<file path="config.mk">
export PLATFORM = sky130hd
export DESIGN_NAME = clock_set_ctrl
export DESIGN_NICKNAME = d
export VERILOG_FILES = /design/src/rtl/clock_set_ctrl.sv
export SDC_FILE = /design/constraint.sdc
export NUM_CORES = 1
export LEC_CHECK = 0
export ABC_AREA = 1
export CAP_MARGIN = 10
export CORE_ASPECT_RATIO = 1.4
export CORE_MARGIN = 2
export CORE_UTILIZATION = 60
export CTS_BUF_LIST = sky130_fd_sc_hd__clkbuf_2
export DETAILED_ROUTE_END_ITERATION = 8
export PLACE_DENSITY_LB_ADDON = 0.2
export SLEW_MARGIN = 0
export SYNTH_ARGS = -nofsm -noshare
export SYNTH_HDL_FRONTEND = slang
export SYNTH_SLANG_ARGS = --single-unit
</file>
<file path="constraint.sdc">
create_clock -name clk -period 2.4 [get_ports clk]
set_clock_uncertainty 0.15 [all_clocks]
set_input_delay 0.48 -clock clk [delete_from_list [all_inputs] [get_ports clk]]
set_output_delay 0.48 -clock clk [all_outputs]
set_load 0.05 [all_outputs]
</file>
<file path="src/rtl/clock_set_ctrl.sv">
// Button-driven time-set controller: RUN -> set hour -> set minute -> commit load strobe.
// Optional seconds editing stage is built when SET_SECONDS_EN is defined.
module clock_set_ctrl #(
    parameter int unsigned HOLD_CYCLES    = 50_000_000,
    parameter int unsigned REPEAT_CYCLES  = 10_000_000,
    parameter int unsigned BLINK_CYCLES   = 25_000_000,
    parameter int unsigned TIMEOUT_CYCLES = 500_000_000
) (
    input  logic       clk,
    input  logic       rst,
    input  logic       btn_mode,
    input  logic       btn_inc,
    input  logic [6:0] cur_sec,
    input  logic [6:0] cur_min,
    input  logic [6:0] cur_hour,
    output logic       run_en,
    output logic       load,
    output logic [6:0] load_sec,
    output logic [6:0] load_min,
    output logic [6:0] load_hour,
    output logic [1:0] edit_field,
    output logic       blink_on,
    output logic [6:0] shadow_min,
    output logic [6:0] shadow_hour
);

    localparam logic [2:0] StRun     = 3'd0;
    localparam logic [2:0] StSetHour = 3'd1;
    localparam logic [2:0] StSetMin  = 3'd2;
    localparam logic [2:0] StCommit  = 3'd4;
`ifdef SET_SECONDS_EN
    localparam logic [2:0] StSetSec  = 3'd3;
`endif

    logic [2:0]  state_q, state_d;
    logic        mode_prev_q, inc_prev_q;
    logic        mode_press_q, inc_press_q;
    logic [6:0]  shadow_hour_q, shadow_min_q;
    logic [6:0]  load_hour_q, load_min_q;
    logic [31:0] hold_cnt_q, blink_cnt_q, idle_cnt_q;
    logic        hold_active_q, repeating_q, blink_q;
    logic        editing, repeat_fire, timeout_hit, inc_step, enter_commit;
`ifdef SET_SECONDS_EN
    logic [6:0]  shadow_sec_q, load_sec_q;
`endif

    function automatic logic [6:0] wrap_inc(input logic [6:0] v, input logic [6:0] max_v);
        // Out-of-range captures also wrap straight to zero.
        return (v >= max_v) ? 7'd0 : v + 7'd1;
    endfunction

    // Registered rising-edge detect on both buttons.
    always_ff @(posedge clk) begin
        if (rst) begin
            mode_prev_q  <= 1'b0;
            inc_prev_q   <= 1'b0;
            mode_press_q <= 1'b0;
            inc_press_q  <= 1'b0;
        end else begin
            mode_prev_q  <= btn_mode;
            inc_prev_q   <= btn_inc;
            mode_press_q <= btn_mode & ~mode_prev_q;
            inc_press_q  <= btn_inc & ~inc_prev_q;
        end
    end

    always_comb begin
        editing = (state_q == StSetHour) || (state_q == StSetMin);
`ifdef SET_SECONDS_EN
        if (state_q == StSetSec) begin
            editing = 1'b1;
        end
`endif
    end

    always_comb begin
        repeat_fire = 1'b0;
        if (editing && btn_inc && hold_active_q && !inc_press_q) begin
            if (repeating_q) begin
                repeat_fire = (hold_cnt_q == REPEAT_CYCLES - 1);
            end else begin
                repeat_fire = (hold_cnt_q == HOLD_CYCLES - 1);
            end
        end
    end

    assign timeout_hit = editing && !mode_press_q && !inc_press_q &&
                         (idle_cnt_q == TIMEOUT_CYCLES - 1);
    // Mode wins over a simultaneous increment.
    assign inc_step    = editing && !mode_press_q && (inc_press_q || repeat_fire);

    always_comb begin
        state_d = state_q;
        case (state_q)
            StRun: begin
                if (mode_press_q) begin
                    state_d = StSetHour;
                end
            end
            StSetHour: begin
                if (mode_press_q) begin
                    state_d = StSetMin;
                end else if (timeout_hit) begin
                    state_d = StRun;
                end
            end
            StSetMin: begin
                if (mode_press_q) begin
`ifdef SET_SECONDS_EN
                    state_d = StSetSec;
`else
                    state_d = StCommit;
`endif
                end else if (timeout_hit) begin
                    state_d = StRun;
                end
            end
`ifdef SET_SECONDS_EN
            StSetSec: begin
                if (mode_press_q) begin
                    state_d = StCommit;
                end else if (timeout_hit) begin
                    state_d = StRun;
                end
            end
`endif
            StCommit: state_d = StRun;
            default:  state_d = StRun;
        endcase
    end

    assign enter_commit = (state_q != StCommit) && (state_d == StCommit);

    always_ff @(posedge clk) begin
        if (rst) begin
            state_q <= StRun;
        end else begin
            state_q <= state_d;
        end
    end

    always_ff @(posedge clk) begin
        if (rst) begin
            shadow_hour_q <= 7'd0;
            shadow_min_q  <= 7'd0;
        end else if (state_q == StRun && mode_press_q) begin
            shadow_hour_q <= cur_hour;
            shadow_min_q  <= cur_min;
        end else if (inc_step) begin
            if (state_q == StSetHour) begin
                shadow_hour_q <= wrap_inc(shadow_hour_q, 7'd23);
            end else if (state_q == StSetMin) begin
                shadow_min_q <= wrap_inc(shadow_min_q, 7'd59);
            end
        end
    end

    always_ff @(posedge clk) begin
        if (rst) begin
            load_hour_q <= 7'd0;
            load_min_q  <= 7'd0;
        end else if (enter_commit) begin
            load_hour_q <= shadow_hour_q;
            load_min_q  <= shadow_min_q;
        end
    end

`ifdef SET_SECONDS_EN
    always_ff @(posedge clk) begin
        if (rst) begin
            shadow_sec_q <= 7'd0;
            load_sec_q   <= 7'd0;
        end else begin
            if (state_q == StRun && mode_press_q) begin
                shadow_sec_q <= cur_sec;
            end else if (inc_step && state_q == StSetSec) begin
                shadow_sec_q <= wrap_inc(shadow_sec_q, 7'd59);
            end
            if (enter_commit) begin
                load_sec_q <= shadow_sec_q;
            end
        end
    end
    assign load_sec = load_sec_q;
`else
    // Seconds are never edited in this build; the counter restarts each commit at :00.
    logic unused_cur_sec;
    assign unused_cur_sec = ^cur_sec;
    assign load_sec = 7'd0;
`endif

    // Hold counter: first phase waits HOLD_CYCLES, then repeats every REPEAT_CYCLES.
    always_ff @(posedge clk) begin
        if (rst || !editing || !btn_inc || mode_press_q) begin
            hold_cnt_q    <= 32'd0;
            hold_active_q <= 1'b0;
            repeating_q   <= 1'b0;
        end else if (inc_press_q) begin
            hold_cnt_q    <= 32'd1;
            hold_active_q <= 1'b1;
            repeating_q   <= 1'b0;
        end else if (hold_active_q) begin
            if (repeat_fire) begin
                hold_cnt_q  <= 32'd0;
                repeating_q <= 1'b1;
            end else begin
                hold_cnt_q <= hold_cnt_q + 32'd1;
            end
        end
    end

    always_ff @(posedge clk) begin
        if (rst || !editing || mode_press_q || inc_press_q || timeout_hit) begin
            idle_cnt_q <= 32'd0;
        end else begin
            idle_cnt_q <= idle_cnt_q + 32'd1;
        end
    end

    always_ff @(posedge clk) begin
        if (rst || !editing) begin
            blink_cnt_q <= 32'd0;
            blink_q     <= 1'b1;
        end else if (blink_cnt_q == BLINK_CYCLES - 1) begin
            blink_cnt_q <= 32'd0;
            blink_q     <= ~blink_q;
        end else begin
            blink_cnt_q <= blink_cnt_q + 32'd1;
        end
    end

    always_comb begin
        edit_field = 2'd0;
        case (state_q)
            StSetHour: edit_field = 2'd1;
            StSetMin:  edit_field = 2'd2;
`ifdef SET_SECONDS_EN
            StSetSec:  edit_field = 2'd3;
`endif
            default:   edit_field = 2'd0;
        endcase
    end

    assign run_en      = (state_q == StRun);
    assign load        = (state_q == StCommit);
    assign load_hour   = load_hour_q;
    assign load_min    = load_min_q;
    assign blink_on    = blink_q;
    assign shadow_hour = shadow_hour_q;
    assign shadow_min  = shadow_min_q;

endmodule
</file>
==> results of run 1 <==
==> synthesized netlist by cell type, types with 4 or more instances <==
| cell type | instances | share of area, % |
|---|---|---|
| a21oi_1 | 69 | 4.9 |
| buf_2 | 8 | 0.56 |
| buf_4 | 10 | 1.1 |
| clkbuf_1 | 7 | 0.37 |
| dfxtp_1 | 134 | 38 |
| ha_1 | 5 | 0.88 |
| inv_1 | 106 | 5.6 |
| nand2_1 | 221 | 12 |
| nand2_2 | 15 | 1.3 |
| nand3_1 | 76 | 5.3 |
| nand3_2 | 6 | 0.84 |
| nand3b_1 | 6 | 0.63 |
| nand4_1 | 23 | 2.0 |
| nor2_1 | 149 | 7.9 |
| nor2_2 | 13 | 1.1 |
| nor2_4 | 4 | 0.63 |
| nor3_1 | 42 | 3.0 |
| nor3_2 | 6 | 0.84 |
| nor3b_1 | 8 | 0.84 |
| nor4_1 | 10 | 0.88 |
| o21ai_0 | 16 | 1.1 |
| or2_2 | 10 | 0.88 |
| xnor2_1 | 14 | 1.7 |
| xor2_1 | 28 | 3.4 |
==> worst register-to-register path, cell delays in order, from the launching register on <==
cell	delay [ps]
dfxtp_1	430
ha_1	210
nand2_1	90
nor2_2	130
nand2_1	140
nor2_1	220
nand4_1	220
nand3_1	200
buf_12	200
nor2_1	70
==> per-stage QoR <==
step	cell area [sq um]	hold WS (ps)	setup WS [ps]
final	7930	180	109
after global routing	7930	118	1.86
after CTS	7930	103	0.805
after detailed placement	7750	234	104
after global placement	7750	228	144
after floorplan	7140	224	330
==> worst paths after layout <==
| kind | start | endpoint | slack (ps) | cells after the start |
|---|---|---|---|---|
| worst min register to register | mode_prev_q | mode_press_q | 250 | 1 |
| worst max-delay path | shadow_hour[6] | shadow_hour[6] | 110 | 1 |
| worst min-delay path | btn_mode | mode_prev_q | 180 | 3 |
| worst max register to register | idle_cnt_q[0] | idle_cnt_q[22] | 240 | 9 |
==> power groups by stage <==
| stage | Sequential [mW] | Combinational (mW) | Clock (mW) |
|---|---|---|---|
| floorplan | 2.37 | 0.174 | 0 |
| global placement | 2.33 | 0.317 | 0 |
| detailed placement | 2.33 | 0.319 | 0 |
| CTS | 2.28 | 0.310 | 1.31 |
| global route | 2.29 | 0.339 | 1.41 |
| finish | 2.28 | 0.310 | 1.27 |
==> routing by layer <==
layer	routed length, microns	up-vias	global-route usage [%]
met1	6750	2979	31.4
met5	0	-	0
met2	7940	106	44.1
li1	-	3399	-
met4	369	0	10.6
met3	539	32	5.35
==> flip-flops by register name, summed over array words and instances (netlist names), 3 cells and up <==
register	flops
load_hour	7
blink_cnt_q	32
state_q	3
shadow_hour	7
load_min	7
shadow_min	7
hold_cnt_q	32
idle_cnt_q	32
==> final cells by class <==
cell class	count	share of cell area, %
Timing Repair Buffer	60	7.28
Sequential cell	134	33.8
Inverter	112	5.34
Clock buffer	20	1.26
Antenna cell	1	0.0316
Tap cell	147	2.32
Multi-Input combinational cell	754	48.6
Clock inverter	10	1.37
==> kinds of logic (layout without fill, tap and decap cells) <==
group                      after synthesis  after routing  share of synthesized area, %
AOI/OAI and AO/OA                       94             94                          6.97
xor gates and xnor gates                42             42                          5.17
adders and majority gates                5              5                         0.880
buffers and inverters                  143            202                          8.57
DFF                                    134            134                          37.7
other                                    1              8                        0.0527
and+or+nand+nor                        606            606                          40.7
==> what timing repair did <==
item / CTS / global route
resized for setup: 33 / 10
setup buffers: 0 / 0
endpoints found under the hold margin: 0 / 0
endpoints found under the setup margin: 29 / 9
==> impl_results.rst, run 1 <==
.. list-table::
   :header-rows: 1

   * - Metric
     - Value
   * - Final Power
     - approximately 3.9 mW
   * - Die footprint
     - approximately 13000 sq um
   * - Ratio of cells with drive above 1 in the final layout
     - 11.0%
   * - Pre-antenna DRT Iters
     - 6
   * - Result of the run
     - finished clean
   * - Switching share of total power
     - a little over a quarter
   * - Crit path capture type
     - output pin
   * - Final core utilization
     - between 60% and 70%
   * - Gr usage total
     - between 20% and 30%
   * - Most frequent standard cell in the layout excluding fill and tap cells
     - nand2_1
   * - RSZ-0062 raised after global routing
     - false
   * - Pwr per Cell Area
     - approximately 490 nW/um^2
   * - Measured slew at the worst slew-check pin
     - ~550 ps
   * - Vertical extent of the die
     - 133 microns
   * - Top-level port count
     - 65
   * - Leak
     - a little under 3 nW
   * - MaxCap Viol Count
     - 0
   * - Vias in the first global route
     - 6244
   * - Fillers
     - 1079
   * - Min cycle time layout
     - ~2300 ps
   * - Net switching power
     - slightly above 1 mW
   * - Final Hold Viols
     - 0
   * - Dominant delay contributor by cell family on the critical path
     - buffers and inverters
   * - Input/output buffers
     - 50
   * - CTS Root Buffer Type
     - clkbuf_2
   * - Cells after synthesis
     - between 1000 and 1500
   * - Max clock buf depth
     - 2
   * - Synthesized area divided by synthesized cell count
     - 6.94 sq um
   * - Proportion of power drawn by the clock network
     - about a third
   * - Kind of critical path
     - register to output pin
   * - Worst Hold Class
     - primary input to register
   * - Cell-internal power
     - around 2.8 mW
   * - Summed instance area of the synthesized netlist
     - roughly 7000 sq um
   * - Die outline width
     - a little under 100 microns
   * - Clock-pin transition on the worst setup and hold timing paths
     - about 180 ps
   * - Number of failing setup endpoints in the final timing report
     - 0
   * - Number of nets in the finished design
     - between 1000 and 1500
   * - Commonest cells after routing, fill and taps aside
     - 221 x nand2_1, 149 x nor2_1, 134 x dfxtp_1, 105 x inv_1, 76 x nand3_1
   * - Area of the core region
     - ~12000 sq um
   * - WL final
     - between 15000 and 20000 microns
   * - Max IR drop VDD
     - approximately 0.32 mV
   * - Total number of vias
     - about 6500
   * - First-pass GRT wire length
     - between 20000 and 30000 microns
   * - Sequential group share of total power
     - around three fifths
   * - Number of nets with antenna violations after routing
     - 0
   * - Fraction of registers with async set or reset after synthesis
     - 0%
   * - Number of clock buffers inserted by TritonCTS
     - 17
   * - Primary FF master, synth
     - dfxtp_1
   * - Arrival time worst endpoint
     - about 1700 ps
   * - Area grow syn2layout
     - 11.4%
   * - Post-synthesis sequential element count
     - between 100 and 150
   * - Startpoint type of the worst setup path
     - register
   * - Critical path's slowest cell
     - clkdlybuf4s15_1
   * - Number of max-slew violations in the final report
     - 0
   * - Number of placed instances, taps included
     - ~1200
   * - Max_slew headroom
     - ~63%
   * - Bufs and invs on worst path
     - 1
   * - Post-detailed-route DRC marker count
     - 0
   * - Largest stage delay on the critical path
     - 530 ps
   * - Number of synthesized flops with an enable pin
     - 0
   * - Tcrit/Tclk final
     - 95.5%
   * - Std cell rows
     - 47
   * - Register area
     - 2680 sq um
   * - Post-synthesis cell type count
     - between 40 and 50
   * - Latest clock arrival within the worst-skew pair
     - roughly 690 ps
   * - Starting Density
     - around three fifths
   * - Total Negative Setup Slacks
     - 0 ps
   * - Post-DR vias/cell
     - 5.26
   * - Crit-path max FO
     - 4
   * - Sequence of cells on the critical path
     - clkdlybuf4s15_1
   * - Share of total power in combinational logic
     - under 10%
   * - YS warnings
     - 0
   * - Sequential share of the synthesized area
     - a little under two fifths
   * - Clock sink count
     - ~130
   * - Half-perimeter wire length after detailed placement
     - between 10000 and 15000 microns
   * - H-Tree Level Count
     - 4
   * - DR WL/cell
     - between 10 and 15 microns
   * - TritonCTS clock tree
     - done
   * - Maximum operating frequency
     - about 0.44 GHz
   * - Largest net degree at the start of global routing
     - 33
   * - Weighted congestion at the end of routability-driven global placement
     - roughly 0.9
   * - Required @ worst endpoint
     - 1770 ps
   * - Antenna violations before repair
     - 1
   * - Area of the multi-input gates
     - between 3000 and 4000 sq um
   * - Aggregate global routing overflow
     - 0
   * - Final standard cell count with taps included and fillers excluded
     - ~1200
   * - Initial DRC count
     - between 200 and 250
   * - Hold-fix buffer count after cts
     - 0
No activity file was read; power rests on OpenSTA's default activity.
==> run 2: changes to the inputs <==
ABC_AREA = default   (was 1)
CORE_UTILIZATION = 59   (was 60)
==> impl_results.rst, run 2 <==
.. list-table::
   :header-rows: 1

   * - Metric
     - Value
   * - Maximum operating frequency
     - 0.429 GHz (-1.8%)
   * - WL final
     - 13300 microns (-15%)
   * - Max_slew headroom
     - 62.8% (-0.24 points)
   * - Initial DRC count
     - 278 (+12%)
   * - YS warnings
     - 0 (unchanged)
   * - Primary FF master, synth
     - dfxtp_1
   * - Half-perimeter wire length after detailed placement
     - 9270 microns (-19%)
   * - Post-Route Hold Slack
     - 169 ps (-11.2 ps)
   * - DR WL/cell
     - 14.2 microns (+12%)
   * - Input/output buffers
     - 50 (unchanged)
   * - Sequence of cells on the critical path
     - clkdlybuf4s15_1
   * - Pre-antenna DRT Iters
     - 5 (-1)
   * - Largest stage delay on the critical path
     - 540 ps (about the same)
   * - Area of the core region
     - 9950 sq um (-15%)
   * - Final Worst Setup Slack
     - 67.4 ps (-41.6 ps)
   * - Number of clock buffers inserted by TritonCTS
     - 17 (unchanged)
   * - Summed instance area of the synthesized netlist
     - 6040 sq um (-15%)
   * - Clock sink count
     - 134 (unchanged)
   * - Vertical extent of the die
     - 124 microns (-6.9%)
   * - Total number of vias
     - 5250 (-19%)
   * - Synthesized area divided by synthesized cell count
     - 8.40 sq um (+21%)
   * - Fillers
     - 810 (-25%)
   * - Dominant delay contributor by cell family on the critical path
     - buffers and inverters
   * - CTS Root Buffer Type
     - clkbuf_2
   * - Worst Hold Class
     - primary input to register
   * - Die footprint
     - 11100 sq um (-13%)
   * - Post-detailed-route DRC marker count
     - 0 (unchanged)
   * - Die outline width
     - 89.5 microns (-6.8%)
   * - Fraction of registers with async set or reset after synthesis
     - 0% (unchanged)
   * - Max IR drop VDD
     - 0.364 mV (+13%)
   * - Largest cells by area after synthesis
     - dfxtp_1 44%, xor2_1 8.0%, nor2_1 8.0%
   * - First-pass GRT wire length
     - 22000 microns (-18%)
   * - Ratio of cells with drive above 1 in the final layout
     - 11.9% (+0.92 points)
   * - Number of nets in the finished design
     - 822 (-26%)
   * - Kind of critical path
     - register to output pin
   * - Crit path capture type
     - output pin
   * - Total Negative Setup Slacks
     - 0 ps (unchanged)
   * - Worst slack at placement
     - -421 ps (-525 ps)
   * - Pwr per Cell Area
     - 562 nW/um^2 (+16%)
   * - Commonest cells in the netlist
     - 134 x dfxtp_1, 128 x nor2_1, 80 x nand2_1
   * - Crit-path max FO
     - 6 (+2)
   * - Weighted congestion at the end of routability-driven global placement
     - 0.868 (-4.3%)
   * - Leading cell type by number of instances after synthesis
     - dfxtp_1
   * - Starting Density
     - 60.7% (-0.12 points)
   * - Largest registers in the final layout
     - blink_cnt_q (32), hold_cnt_q (32), idle_cnt_q (32)
   * - Number of max-slew violations in the final report
     - 0 (unchanged)
   * - Vias in the first global route
     - 5071 (-19%)
   * - MaxCap Viol Count
     - 0 (unchanged)
   * - Aggregate global routing overflow
     - 0 (unchanged)
   * - Cell type contributing the most total cell area after synthesis
     - dfxtp_1
   * - Top-level port count
     - 65 (unchanged)
   * - TritonCTS clock tree
     - done
   * - Post-DR vias/cell
     - 5.58 (+6.0%)
   * - Bufs and invs on worst path
     - 1 (unchanged)
   * - Final Hold Viols
     - 0 (unchanged)
   * - Min cycle time layout
     - 2330 ps (+41.6 ps)
   * - Largest net degree at the start of global routing
     - 35 (+6.1%)
   * - Max clock buf depth
     - 2 (unchanged)
   * - Arrival time worst endpoint
     - 1700 ps (+40 ps)
   * - Gr usage total
     - 25.0% (-1.0 points)
   * - Final Power
     - 4.00 mW (+3.8%)
   * - Clock-pin transition on the worst setup and hold timing paths
     - 200 ps (+20 ps)
   * - Number of synthesized flops with an enable pin
     - 0 (unchanged)
   * - Leak
     - 2.50 nW (-15%)
   * - Required @ worst endpoint
     - 1770 ps (about the same)
   * - Area share of the leading cell type in the synthesized netlist
     - 44.4% (+6.7 points)
   * - Latest clock arrival within the worst-skew pair
     - 700 ps (about the same)
   * - Antenna violations before repair
     - 1 (unchanged)
   * - Most frequent standard cell in the layout excluding fill and tap cells
     - dfxtp_1
   * - Startpoint type of the worst setup path
     - register
   * - Result of the run
     - finished clean
   * - Tcrit/Tclk final
     - 97.2% (+1.7 points)
   * - Number of failing setup endpoints in the final timing report
     - 0 (unchanged)
   * - Number of nets with antenna violations after routing
     - 0 (unchanged)
   * - Std cell rows
     - 43 (-8.5%)
   * - Post-synthesis sequential element count
     - 134 (unchanged)
   * - Critical path's slowest cell
     - clkdlybuf4s15_1
   * - Post-layout instance area
     - 7120 sq um (-10%)
   * - Area grow syn2layout
     - 17.9%
   * - H-Tree Level Count
     - 4 (unchanged)
   * - Instance area after placement
     - 6830 sq um (-12%)
   * - Commonest cells after routing, fill and taps aside
     - 129 x dfxtp_1, 128 x nor2_1, 80 x nand2_1, 55 x xor2_1, 48 x nand3_1
   * - RSZ-0062 raised after global routing
     - true
   * - Sequential share of the synthesized area
     - 44.4% (+6.7 points)
   * - Post-synthesis cell type count
     - 57 (+33%)
   * - Measured slew at the worst slew-check pin
     - 556 ps (+3.54 ps)
   * - Cells after synthesis
     - 719 (-30%)
[run 2: cell types whose count changed after synthesis, moves of 21 or more]
cell	before	now
a21oi_1	69	28
inv_1	106	9
nand2_1	221	80
nand3_1	76	49
nor2_1	149	128
nor3_1	42	14
xor2_1	28	55
[run 2: path summary, 6_finish.rpt]
check                      from       endpoint  slack (ps)  cells past startpoint
setup / recovery  shadow_min[1]  shadow_min[1]          70                      1
setup reg to reg  hold_cnt_q[0]  shadow_min[0]         100                      8
hold / removal       cur_min[6]  shadow_min[6]         170                      3
hold reg to reg      inc_prev_q    inc_press_q         250                      1
[run 2: kinds of logic (layout without fill, tap and decap cells)]
group / after synthesis / count (layout) / synth area share (%)
multiplexers: 3 / 3 / 0.518
XOR/XNOR: 88 / 88 / 12.8
buffers and inverters: 40 / 120 / 3.05
adder cells (fa/ha/maj): 5 / 5 / 1.04
other: 1 / 8 / 0.0621
AO/OA/AOI/OAI: 67 / 67 / 7.23
flip-flops: 134 / 134 / 44.4
AND/OR/NAND/NOR: 381 / 381 / 30.9
[run 2: cell type report]
type	count	area [sq um]	area share [%]
clock buffers	18	90.1	1.27
well taps	135	169	2.37
inverters	9	33.8	0.475
repair buffers	79	716	10.1
diodes	1	2.50	0.0351
flip-flops and latches	134	2690	37.8
multi-input cells	551	3250	45.7
clock inverters	14	160	2.25
[run 2: power by group]
| part | leakage [nW] | switching (mW) | internal, mW |
|---|---|---|---|
| Combinational | 1.26 | 0.197 | 0.113 |
| Sequential | 1.08 | 0.0395 | 2.25 |
| Clock | 0.151 | 0.826 | 0.576 |
| Total | 2.50 | 1.06 | 2.94 |
[run 2: stage by stage]
| stage | util, % | std cells |
|---|---|---|
| floorplan | - | 725 |
| global placement | 68.6 | 904 |
| detailed placement | 68.6 | 904 |
| CTS | 71.1 | 937 |
| global route | 71.5 | 941 |
| finish | 71.5 | 941 |
[run 2: routing by layer]
| layer | vias to the layer above | global-route usage [%] | share of wire [%] |
|---|---|---|---|
| li1 | 2607 | - | - |
| met1 | 2484 | 28.6 | 42 |
| met2 | 133 | 43.7 | 52 |
| met3 | 26 | 6.49 | 4.3 |
| met4 | 0 | 9.61 | 1.8 |
| met5 | - | 0 | 0 |
[run 2: tightest hold or removal path: stages]
cell	delay, ps
clkdlybuf4s50_1	410
nand2_1	60
a21oi_1	50
[run 2: what timing repair did]
| action | 4_1_cts | 5_1_grt |
|---|---|---|
| pin swaps | 0 | 1 |
| hold buffers | 0 | 0 |
| endpoints found under the hold margin | 0 | 0 |
| setup endpoints to repair | 32 | 16 |
| gates resized for setup | 42 | 21 |
| buffers inserted | 1 | 3 |
==> run 3: changes to the inputs <==
CORE_UTILIZATION = 45   (was 59)
==> impl_results.rst, run 3 (synthesized netlist as in run 2, its figures left out) <==
.. list-table::
   :header-rows: 1

   * - Metric
     - Value
   * - Latest clock arrival within the worst-skew pair
     - 690 ps (about the same)
   * - WL final
     - 13500 microns (+1.2%)
   * - Die footprint
     - 14400 sq um (+30%)
   * - Number of clock buffers inserted by TritonCTS
     - 17 (unchanged)
   * - Final Worst Setup Slack
     - 83.1 ps (+15.6 ps)
   * - Top-level port count
     - 65 (unchanged)
   * - Area grow syn2layout
     - 20.7%
   * - DR WL/cell
     - 13.6 microns (-4.1%)
   * - Clock-pin transition on the worst setup and hold timing paths
     - 210 ps (about the same)
   * - Initial DRC count
     - 165 (-41%)
   * - Commonest cells after routing, fill and taps aside
     - 127 x nor2_1, 120 x dfxtp_1, 80 x nand2_1, 54 x xor2_1, 48 x nand3_1
   * - End point of the critical path
     - edit_field[1]
   * - Number of nets with antenna violations after routing
     - 0 (unchanged)
   * - Total number of vias
     - 5185 (-1.2%)
   * - Arrival time worst endpoint
     - 1690 ps (about the same)
   * - Antenna violations before repair
     - 1 (unchanged)
   * - Worst slack at placement
     - -477 ps (-56.0 ps)
   * - Clock sink count
     - 134 (unchanged)
   * - Std cell rows
     - 50 (+16%)
   * - Post-Route Hold Slack
     - 197 ps (+28.3 ps)
   * - Aggregate global routing overflow
     - 0 (unchanged)
   * - First-pass GRT wire length
     - 22500 microns (+2.4%)
   * - Half-perimeter wire length after detailed placement
     - 9520 microns (+2.7%)
   * - Measured slew at the worst slew-check pin
     - 577 ps (+21.0 ps)
   * - Worst Hold Class
     - primary input to register
   * - Pwr per Cell Area
     - 559 nW/um^2 (-0.65%)
   * - Min cycle time layout
     - 2320 ps (-15.6 ps)
   * - Ratio of cells with drive above 1 in the final layout
     - 14.8% (+2.9 points)
   * - Pre-antenna DRT Iters
     - 4 (-1)
   * - Number of nets in the finished design
     - 827 (+0.61%)
   * - Instance area after placement
     - 6890 sq um (+0.90%)
   * - Input/output buffers
     - 50 (unchanged)
   * - Final Power
     - 4.07 mW (+1.7%)
   * - Area of the core region
     - 13300 sq um (+33%)
   * - Max clock buf depth
     - 2 (unchanged)
   * - Kind of critical path
     - register to output pin
   * - Crit-path max FO
     - 4 (-2)
   * - Leak
     - 2.52 nW (+1.1%)
   * - Count of cells along the worst register-to-register path
     - 8 (unchanged)
   * - Number of failing setup endpoints in the final timing report
     - 0 (unchanged)
   * - MaxCap Viol Count
     - 0 (unchanged)
   * - Source of the critical timing path
     - state_q[1]
   * - Vertical extent of the die
     - 141 microns (+14%)
   * - Starting Density
     - 45.5% (-15 points)
   * - Final Hold Viols
     - 0 (unchanged)
   * - H-Tree Level Count
     - 4 (unchanged)
   * - Largest net degree at the start of global routing
     - 33 (-5.7%)
   * - Post-DR vias/cell
     - 5.22 (-6.4%)
   * - TritonCTS clock tree
     - done
   * - Crit path capture type
     - output pin
   * - CTS Root Buffer Type
     - clkbuf_2
   * - Most frequent standard cell in the layout excluding fill and tap cells
     - nor2_1
   * - Maximum operating frequency
     - 0.432 GHz (+0.68%)
   * - Vias in the first global route
     - 5025 (-0.91%)
   * - Post-detailed-route DRC marker count
     - 0 (unchanged)
   * - Post-layout instance area
     - 7290 sq um (+2.4%)
   * - Final core utilization
     - 55.0% (-17 points)
   * - Startpoint type of the worst setup path
     - register
   * - Gr usage total
     - 19.3% (-5.7 points)
   * - Required @ worst endpoint
     - 1770 ps (about the same)
   * - Total Negative Setup Slacks
     - 0 ps (unchanged)
   * - Number of placed instances, taps included
     - 953 (+5.4%)
   * - Result of the run
     - finished clean
   * - Max IR drop VDD
     - 0.366 mV (+0.47%)
   * - Largest registers in the final layout
     - blink_cnt_q (32), hold_cnt_q (32), idle_cnt_q (32)
   * - RSZ-0062 raised after global routing
     - true
   * - Final standard cell count with taps included and fillers excluded
     - 993 (+5.5%)
   * - Worst flop-to-flop path endpoint
     - shadow_min[0]
   * - Hold-fix buffer count after cts
     - 0 (unchanged)
   * - Number of max-slew violations in the final report
     - 0 (unchanged)
   * - Die outline width
     - 102 microns (+14%)
   * - Minimum setup slack among reg-to-reg paths
     - 120 ps (+20 ps)
   * - Startpoint of the lowest-slack register-to-register path
     - state_q[1]
   * - Max_slew headroom
     - 61.4% (-1.4 points)
   * - Weighted congestion at the end of routability-driven global placement
     - 0.843 (-2.9%)
   * - Tcrit/Tclk final
     - 96.5% (-0.65 points)
## run 3: how the worst min path moves through the flow
stage               cells past startpoint         from  slack, ps       endpoint
CTS                                     3   cur_min[6]        140  shadow_min[6]
floorplan                               1  mode_prev_q        220   mode_press_q
global placement                        1  mode_prev_q        220   mode_press_q
global route                            3   cur_min[6]        120  shadow_min[6]
detailed placement                      1  mode_prev_q        230   mode_press_q
finish                                  3   cur_min[6]        200  shadow_min[6]
## run 3: what timing repair did
item	4_1_cts	5_1_grt
pin swaps	0	6
cloned	0	0
endpoints found under the setup margin	32	61
buffers inserted	2	5
resized for setup	49	44
## run 3: critical path, cell delays in order (launching register included)
cell	delay, ps
dfxtp_4	400
buf_6	110
nor2b_4	150
nor2b_4	200
buf_12	150
## run 3: metal layers
| layer | wire length (microns) | global-route usage [%] |
|---|---|---|
| met5 | 0 | 0 |
| met4 | 255 | 6.95 |
| met3 | 373 | 4.26 |
| met2 | 7010 | 33.9 |
| met1 | 5860 | 22.7 |
## run 3: layout make-up
class | instances | area, sq um
fillers | 1297 | 5970
multi-input cells | 551 | 3300
flip-flops and latches | 134 | 2710
repair buffers | 84 | 753
well taps | 182 | 228
clock inverters | 14 | 174
clock buffers | 18 | 90.1
inverters | 9 | 33.8
diodes | 1 | 2.50
## run 3: power by group
part | switching (mW) | total, mW | leakage [nW] | internal, mW
registers | 0.0402 | 2.29 | 1.09 | 2.25
clock network | 0.874 | 1.47 | 0.147 | 0.592
logic | 0.199 | 0.314 | 1.29 | 0.115
